$ cat src/rtl/sdram_arb_pkg.sv
// Shared types for the SDRAM port arbiter: FSM states, op kinds and default timeout.
package sdram_arb_pkg;
  typedef enum logic [1:0] {IDLE, IOCTL, CPU, TAPE} arb_state_e;
  typedef enum logic {OP_RD, OP_WR} arb_op_e;
  localparam int TIMEOUT_DEF = 31;
endpackage

$ cat src/rtl/arb_timeout_counter.sv
// Saturating op-age counter; expired stays high once the limit is reached.
module arb_timeout_counter
  import sdram_arb_pkg::*;
#(
  parameter int MAX = TIMEOUT_DEF
) (
  input  logic clk,
  input  logic rst_n,
  input  logic clear,
  input  logic enable,
  output logic expired
);
  localparam int W = $clog2(MAX + 1);
  localparam logic [W-1:0] LIMIT = W'(MAX);

  logic [W-1:0] cnt;

  always_ff @(posedge clk or negedge rst_n) begin
    if (!rst_n)                       cnt <= '0;
    else if (clear)                   cnt <= '0;
    else if (enable && cnt != LIMIT)  cnt <= cnt + 1'b1;
  end

  assign expired = (cnt == LIMIT);
endmodule

$ cat src/rtl/sdram_arbiter.sv
// Shares one SDRAM controller port between ioctl download, Z80 CPU and tape prefetch.
module sdram_arbiter
  import sdram_arb_pkg::*;
#(
  parameter int AW      = 25,
  parameter int TIMEOUT = TIMEOUT_DEF
) (
  input  logic          clk_sys,
  input  logic          nRESET,
  input  logic          ioctl_active,
  input  logic          ioctl_wr,
  input  logic [AW-1:0] ioctl_addr,
  input  logic [7:0]    ioctl_data,
  input  logic          cpu_rd,
  input  logic          cpu_we,
  input  logic [AW-1:0] cpu_addr,
  input  logic [7:0]    cpu_din,
  output logic          cpu_wait,
  input  logic          nRFSH,
  input  logic          tape_req,
  input  logic [AW-1:0] tape_addr,
  output logic [7:0]    tape_data,
  output logic          tape_valid,
  output logic [AW-1:0] mem_addr,
  output logic [7:0]    mem_din,
  output logic          mem_we,
  output logic          mem_rd,
  input  logic          mem_ack,
  input  logic [7:0]    mem_dout,
  output logic          timeout_err
);
  arb_state_e    state;
  arb_op_e       cpu_op_q, cpu_op;
  logic          cpu_lvl_q, cpu_pend;
  logic [AW-1:0] tape_last;
  logic          cpu_lvl, cpu_edge, cpu_need, tape_elig, idle, busy;
  logic          go_io, go_cpu, go_tape, ack_ok, tmo, tape_abort, finish, expired;

  assign cpu_lvl  = cpu_rd | cpu_we;
  assign cpu_edge = cpu_lvl & ~cpu_lvl_q;
  // The edge cycle itself already counts as pending so the grant is not delayed.
  assign cpu_need = cpu_edge | cpu_pend;
  assign cpu_op   = cpu_edge ? (cpu_we ? OP_WR : OP_RD) : cpu_op_q;
  assign cpu_wait = nRESET & (cpu_need | (state == CPU));

  assign tape_elig = tape_req & ~nRFSH & (tape_addr != tape_last) & ~cpu_need;

  assign idle    = (state == IDLE);
  assign busy    = ~idle;
  assign go_io   = idle & ioctl_active & ioctl_wr;
  assign go_cpu  = idle & ~ioctl_active & cpu_need;
  assign go_tape = idle & ~ioctl_active & tape_elig;

  // An ack coinciding with expiry wins; refresh ending aborts tape without error.
  assign ack_ok     = busy & mem_ack;
  assign tmo        = busy & ~mem_ack & expired;
  assign tape_abort = (state == TAPE) & nRFSH & ~mem_ack & ~expired;
  assign finish     = ack_ok | tmo | tape_abort;

  arb_timeout_counter #(.MAX(TIMEOUT)) u_tmo (
    .clk     (clk_sys),
    .rst_n   (nRESET),
    .clear   (go_io | go_cpu | go_tape),
    .enable  (busy),
    .expired (expired)
  );

  always_ff @(posedge clk_sys or negedge nRESET) begin
    if (!nRESET) begin
      state       <= IDLE;
      cpu_op_q    <= OP_RD;
      cpu_lvl_q   <= 1'b0;
      cpu_pend    <= 1'b0;
      tape_last   <= '1;
      tape_data   <= '0;
      tape_valid  <= 1'b0;
      mem_addr    <= '0;
      mem_din     <= '0;
      mem_we      <= 1'b0;
      mem_rd      <= 1'b0;
      timeout_err <= 1'b0;
    end else begin
      cpu_lvl_q   <= cpu_lvl;
      tape_valid  <= 1'b0;
      timeout_err <= 1'b0;
      if (cpu_edge) cpu_op_q <= cpu_op;

      if (cpu_edge)                           cpu_pend <= 1'b1;
      else if ((ack_ok && state == CPU) || tmo) cpu_pend <= 1'b0;

      if (go_io) begin
        state    <= IOCTL;
        mem_addr <= ioctl_addr;
        mem_din  <= ioctl_data;
        mem_we   <= 1'b1;
        mem_rd   <= 1'b0;
      end else if (go_cpu) begin
        state    <= CPU;
        mem_addr <= cpu_addr;
        mem_din  <= cpu_din;
        mem_we   <= (cpu_op == OP_WR);
        mem_rd   <= (cpu_op == OP_RD);
      end else if (go_tape) begin
        state    <= TAPE;
        mem_addr <= tape_addr;
        mem_we   <= 1'b0;
        mem_rd   <= 1'b1;
      end else if (finish) begin
        state  <= IDLE;
        mem_we <= 1'b0;
        mem_rd <= 1'b0;
        if (ack_ok && state == TAPE) begin
          tape_data  <= mem_dout;
          tape_valid <= 1'b1;
          tape_last  <= mem_addr;
        end
        if (tmo) timeout_err <= 1'b1;
      end
    end
  end
endmodule
$ cat config.mk
export PLATFORM = sky130hd
export DESIGN_NAME = sdram_arbiter
export DESIGN_NICKNAME = d
export VERILOG_FILES = /design/src/rtl/sdram_arb_pkg.sv /design/src/rtl/arb_timeout_counter.sv /design/src/rtl/sdram_arbiter.sv
export SDC_FILE = /design/constraint.sdc
export NUM_CORES = 1
export LEC_CHECK = 0
export BUFFER_PORTS_ARGS = -buffer_cell sky130_fd_sc_hd__buf_2
export CAP_MARGIN = 20
export CORE_MARGIN = 4
export CORE_UTILIZATION = 42
export DETAILED_ROUTE_END_ITERATION = 12
export GPL_ROUTABILITY_DRIVEN = 0
export HOLD_SLACK_MARGIN = 0.05
export PLACE_DENSITY = 0.73
export SYNTH_ARGS = -nofsm -noshare
export SYNTH_HDL_FRONTEND = slang
export SYNTH_HIERARCHICAL = 1
export SYNTH_SLANG_ARGS = --single-unit
$ cat constraint.sdc
create_clock -name clk_sys -period 1.9 [get_ports clk_sys]
set_input_delay 0.57 -clock clk_sys [delete_from_list [all_inputs] [get_ports clk_sys]]
set_output_delay 0.57 -clock clk_sys [all_outputs]
set_load 0.1 [all_outputs]
; Word level (Yosys, flattened, before mapping)
; Cells that the tools add are included.
[totals]
output_inout_bits = 46
regBits = 80
word_cells = 96
in_bits = 108
[classes]
reduce_logical = 11
eq_ne = 5
add_sub_neg = 1
bitwise_logic = 34
n_mux = 32
[ops]
columns = op, n
row1 = $mux 25, 3
row2 = $ne 25x25->1, 1
row3 = $mux 1, 21
row4 = $and 1x1->1, 16
row5 = $mux 8, 2
row6 = $not 1->1, 11
row7 = $mux 5, 2
row8 = $mux 2, 4
row9 = $or 1x1->1, 7
row10 = $reduce_bool 2->1, 3
row11 = $add 5x1->5 const B, 1
row12 = $eq 5x5->1 const B, 1
row13 = $ne 5x5->1 const B, 1
row14 = $reduce_and 5->1, 1
row15 = $eq 2x2->1 const B, 2
row16 = $reduce_bool 4->1, 1
row17 = $logic_and 1x1->1, 3
row18 = $reduce_bool 3->1, 1
row19 = $logic_not 2->1, 1
row20 = $logic_or 1x1->1, 1

; Logic depth before layout (Yosys ltp)
[depth]
word_depth = 10
ltp_mapped = 8
ltp_nobuf = 8

; Hierarchy
; The synthesis kept the hierarchy.
[modules_own_cells]
columns = mod, seq_area_each_um2, area_per_inst_um2, cells_per_inst, n_inst
row1 = sdram_arbiter, 1908.1, 3895.0, 324, 1
row2 = arb_timeout_counter, 125.1, 249.0, 23, 1

; Worst setup path after synthesis
; No wires, ideal clock.
[synth_timing]
kind = input to output
start = in cpu_we
end = out cpu_wait
path_stages = 3
required_ps = 1330
n_path_buf = 0
path_slack_ps = -1611
arrival_ps = 2941
path_cell_list = o21ba_2 nor2_1 a21boi_0
[synth_between]
elab_chain_cells = 5
[synth_lines]
columns = item, line
row1 = from (decl), sdram_arbiter.sv:15  ; input logic cpu_we,
row2 = $or 1x1->1, sdram_arbiter.sv:39  ; assign cpu_lvl = cpu_rd | cpu_we;
row3 = $and 1x1->1, sdram_arbiter.sv:40  ; assign cpu_edge = cpu_lvl & ~cpu_lvl_q;
row4 = $or 1x1->1, sdram_arbiter.sv:42  ; assign cpu_need = cpu_edge | cpu_pend;
row5 = $or 1x1->1, sdram_arbiter.sv:44  ; assign cpu_wait = nRESET & (cpu_need | (state == CPU));
row6 = $and 1x1->1, sdram_arbiter.sv:44
row7 = to (decl), sdram_arbiter.sv:18  ; output logic cpu_wait,
; No other way between the ends.

; Final worst setup path
[layout_timing]
start = reg tape_last[4]
end = reg mem_addr[22]
[layout_between]
elab_chain_cells = 5
[layout_lines]
columns = item, line
row1 = from (decl), sdram_arbiter.sv:35  ; logic [AW-1:0] tape_last;
row2 = from (signal assigned), sdram_arbiter.sv:115  ; tape_last <= mem_addr;
row3 = $ne 25x25->1, sdram_arbiter.sv:46  ; assign tape_elig = tape_req & ~nRFSH & (tape_addr != tape_last) & ~cpu_need;
row4 = $and 1x1->1 (2 in a row), sdram_arbiter.sv:46
row5 = $and 1x1->1, sdram_arbiter.sv:52  ; assign go_tape = idle & ~ioctl_active & tape_elig;
row6 = $reduce_bool 3->1 (no source line), -
row7 = to (signal assigned), sdram_arbiter.sv:93  ; mem_addr <= ioctl_addr;
row8 = to (signal assigned), sdram_arbiter.sv:99  ; mem_addr <= cpu_addr;
row9 = to (signal assigned), sdram_arbiter.sv:105  ; mem_addr <= tape_addr;
row10 = to (decl), sdram_arbiter.sv:24  ; output logic [AW-1:0] mem_addr,
; No other way between the ends.
; A chain may end at the register's enable or synchronous reset.

==> flow_summary.yaml <==
die:
  rows: 35
  die_w_um: 107.3
  pin_count: 154
  initial_utilization_pct: 44.01
  die_h_um: 107.3
  core_mm2: 0.009415
  die-area_mm2: 0.01152
layout:
  final_common_cell: "buf_2"
  final_cell_mix: "buf_2, dfrtp_1, nand2_1, mux2_2"
  num_antenna_cells: 0
  instances_no_fill: 663
  layout.nets: 639
  multi_input_area_mm2: 0.002176
  fillers: 787
  regArea_mm2: 0.002033
  area_delta_synth_final_pct: 39.19
  final_layout_size_suffix_gt1_share_pct: 59.74
sta:
  slew_violations: 0
  min_period_ps: 2062
  hold_viol_final: 0
  fin_hold_ws_ps: 156.2
  finalCritPeriodShare_pct: 108.5
  skew_ps: 13.08
  setup_violations: 27
  worst_pin_slew_ps: 497.4
  fin_tns_setup_ps: -3560
  max-slew-margin-rel_pct: 67.07
  rsz0062_at_grt: "yes"
  timing.fmax_mhz: 485.0
  layout_setup_ws_ps: -161.9
global_routing:
  antenna_found_initial: 0
  grt_overflow: 0
  grt_max_degree: 81
  grt.total_usage_pct: 18.02
  grt_pass1_vias: 3341
  grt_pass1_wl_um: 16430
synthesis:
  avgSynthCellArea_um2: 11.94
  syn-num-nets: 457
  yosysUniqueCellTypes: 41
  yosysSeqAreaShare_pct: 49.06
  ys.warnings.count: 6
  synthCells: 347
  syn-cell-area_mm2: 0.004144
  ys_seq_elements: 80
worst_setup_path:
  slowest_delay_ps: 560
  crit_family: "simple AND/OR/NAND/NOR gates"
  crit_path_start_kind: "flip-flop"
  arrival_ps: 2290
  critPathKind: "flip-flop to flip-flop"
  worst-path-buf-inv: 1
  crit_chain: "xnor2_2, nand4_1, nor4_4, a21oi_4, buf_12, mux2_4"
  crit_required_ps: 2130
  slowest_stage: "dfstp_2"
  critical_path.max_fanout: 9
  r2r-start: "tape_last[4]"
  setup.worst_path.start: "tape_last[4]"
  cp-end-kind: "flip-flop"
run_status:
  status: "finished, violations left"
  violations: "setup timing"
worst_hold_path:
  min_path_type: "input pin to async pin"
detailed_routing:
  drc: 0
  drt_pass1_iterations: 4
  wire_per_inst_um: 15.89
  vias_per_cell: 4.997
  drt-initial-drc-count: 120
  via_count: 3313
  routed_wl_um: 10540
  ant_nets: 0
placement:
  dp_hpwl_um: 7967
  port-buffer-count: 153
  place_inst: 639
cts:
  clock_latency_ps: 340
  cts_tree: "done"
  clock_path_buffers: 2
  clkTransAtPathRegs_ps: 90
  cts.sinks: 80
  cts-htree-levels: 3
  root_buffer: "clkbuf_8"
  cts_made_buffers: 9
job:
  drv_cap: 0
## logic make-up after synthesis
logic type               after synthesis  synth area share (%)
multiplexers                          94                 26.03
flip-flops                            80                 49.06
AND/OR/NAND/NOR                       71                 8.334
AO/OA/AOI/OAI                         50                 7.368
XOR/XNOR                              27                 5.707
buffers and inverters                 23                 2.898
adder cells (fa/ha/maj)                2                0.6038
## cell usage after synthesis
| cell type | instances | share of area [%] |
|---|---|---|
| nor2b_1 | 2 | 0.30 |
| ha_1 | 2 | 0.60 |
| a21oi_4 | 1 | 0.39 |
| nor2_1 | 7 | 0.63 |
| mux2i_1 | 35 | 8.5 |
| a41oi_1 | 1 | 0.21 |
| inv_1 | 5 | 0.45 |
| nand4_1 | 6 | 0.91 |
| clkbuf_1 | 8 | 0.72 |
| a21boi_0 | 1 | 0.18 |
| mux2_2 | 42 | 11 |
| o21ba_2 | 1 | 0.24 |
| o21ai_0 | 35 | 4.2 |
| a21o_1 | 1 | 0.18 |
| xnor2_1 | 25 | 5.3 |
| o21bai_1 | 1 | 0.18 |
| nand3b_1 | 1 | 0.18 |
| o211ai_1 | 2 | 0.36 |
| o221ai_1 | 2 | 0.42 |
| nor2_2 | 1 | 0.15 |
| clkbuf_2 | 1 | 0.12 |
| o21ai_1 | 2 | 0.24 |
| buf_2 | 2 | 0.24 |
| dfstp_2 | 25 | 16 |
| or3_1 | 1 | 0.15 |
| nor4_4 | 1 | 0.51 |
| dfrtp_1 | 55 | 33 |
| and3_1 | 3 | 0.45 |
| mux2_4 | 17 | 6.2 |
| nand2b_1 | 2 | 0.30 |
| buf_4 | 4 | 0.72 |
| nor4_2 | 1 | 0.30 |
| nor3_1 | 2 | 0.24 |
| a211oi_4 | 1 | 0.48 |
| a21oi_1 | 2 | 0.24 |
| nand2_1 | 38 | 3.4 |
| xor2_1 | 2 | 0.42 |
| nand3_1 | 5 | 0.60 |
| inv_2 | 1 | 0.090 |
| or2_2 | 1 | 0.15 |
| buf_6 | 2 | 0.54 |
## final cells by class
cell class / instances / share of cell area (%)
multi-input combinational: 244 / 37.72
sequential: 80 / 35.25
timing repair buffer: 188 / 20.17
tap: 129 / 2.798
clock buffer: 10 / 2.386
clock inverter: 6 / 1.280
inverter: 6 / 0.3905
## worst register-to-register path, cell delays in order (launching register included)
cell	delay [ps]
dfstp_2	560
xnor2_2	120
nand4_1	210
nor4_4	400
a21oi_4	160
buf_12	180
mux2_4	310
## path summary, 6_finish.rpt
| kind | slack [ps] | cells past startpoint | endpoint |
|---|---|---|---|
| worst max-delay path | -160 | 6 | mem_addr[22] |
| worst min register to register | 510 | 1 | tape_data[5] |
| max in group asynchronous | 1130 | 3 | tape_last[16] |
| worst min-delay path | 160 | 2 | tape_data[0] |
| worst max register to register | -160 | 6 | mem_addr[22] |
| min in group clk_sys | 430 | 3 | mem_din[1] |
## repair_timing
item / in CTS / in global routing
endpoints found under the setup margin: 34 / 34
gates cloned: 0 / 2
pin swaps: 5 / 5
hold buffers: 0 / 0
resized for setup: 11 / 20
buffers inserted: 2 / 4
## flip-flops by register name (all words and copies together), names as in the netlist
| name | cells |
|---|---|
| mem_rd | 1 |
| tape_data | 8 |
| mem_we | 1 |
| cpu_op_q | 1 |
| cpu_pend | 1 |
| tape_valid | 1 |
| mem_addr | 25 |
| mem_din | 8 |
| cpu_lvl_q | 1 |
| tape_last | 25 |
| state | 2 |
| u_tmo/cnt | 5 |
| timeout_err | 1 |
## per-stage QoR
| step | setup WS [ps] | area [µm²] | util, % |
|---|---|---|---|
| after CTS | -148.7 | 5579 | 59.26 |
| final | -161.9 | 5768 | 61.26 |
| after detailed placement | -483.4 | 5308 | 56.37 |
| after global routing | -200.3 | 5768 | 61.26 |
| after global placement | -472.9 | 5308 | 56.37 |
| after floorplan | -72.96 | 4194 | - |
## routing by layer
layer | wire length (µm) | track usage, % | vias up
met5 | 0 | 0 | -
met4 | 99 | 5.140 | 0
met3 | 683 | 3.479 | 8
met2 | 5187 | 29.80 | 105
met1 | 4566 | 24.19 | 1610
li1 | - | - | 1590
Power is not shown: default switching activity piles up to over one toggle a cycle in this logic, so the estimate is an artifact.
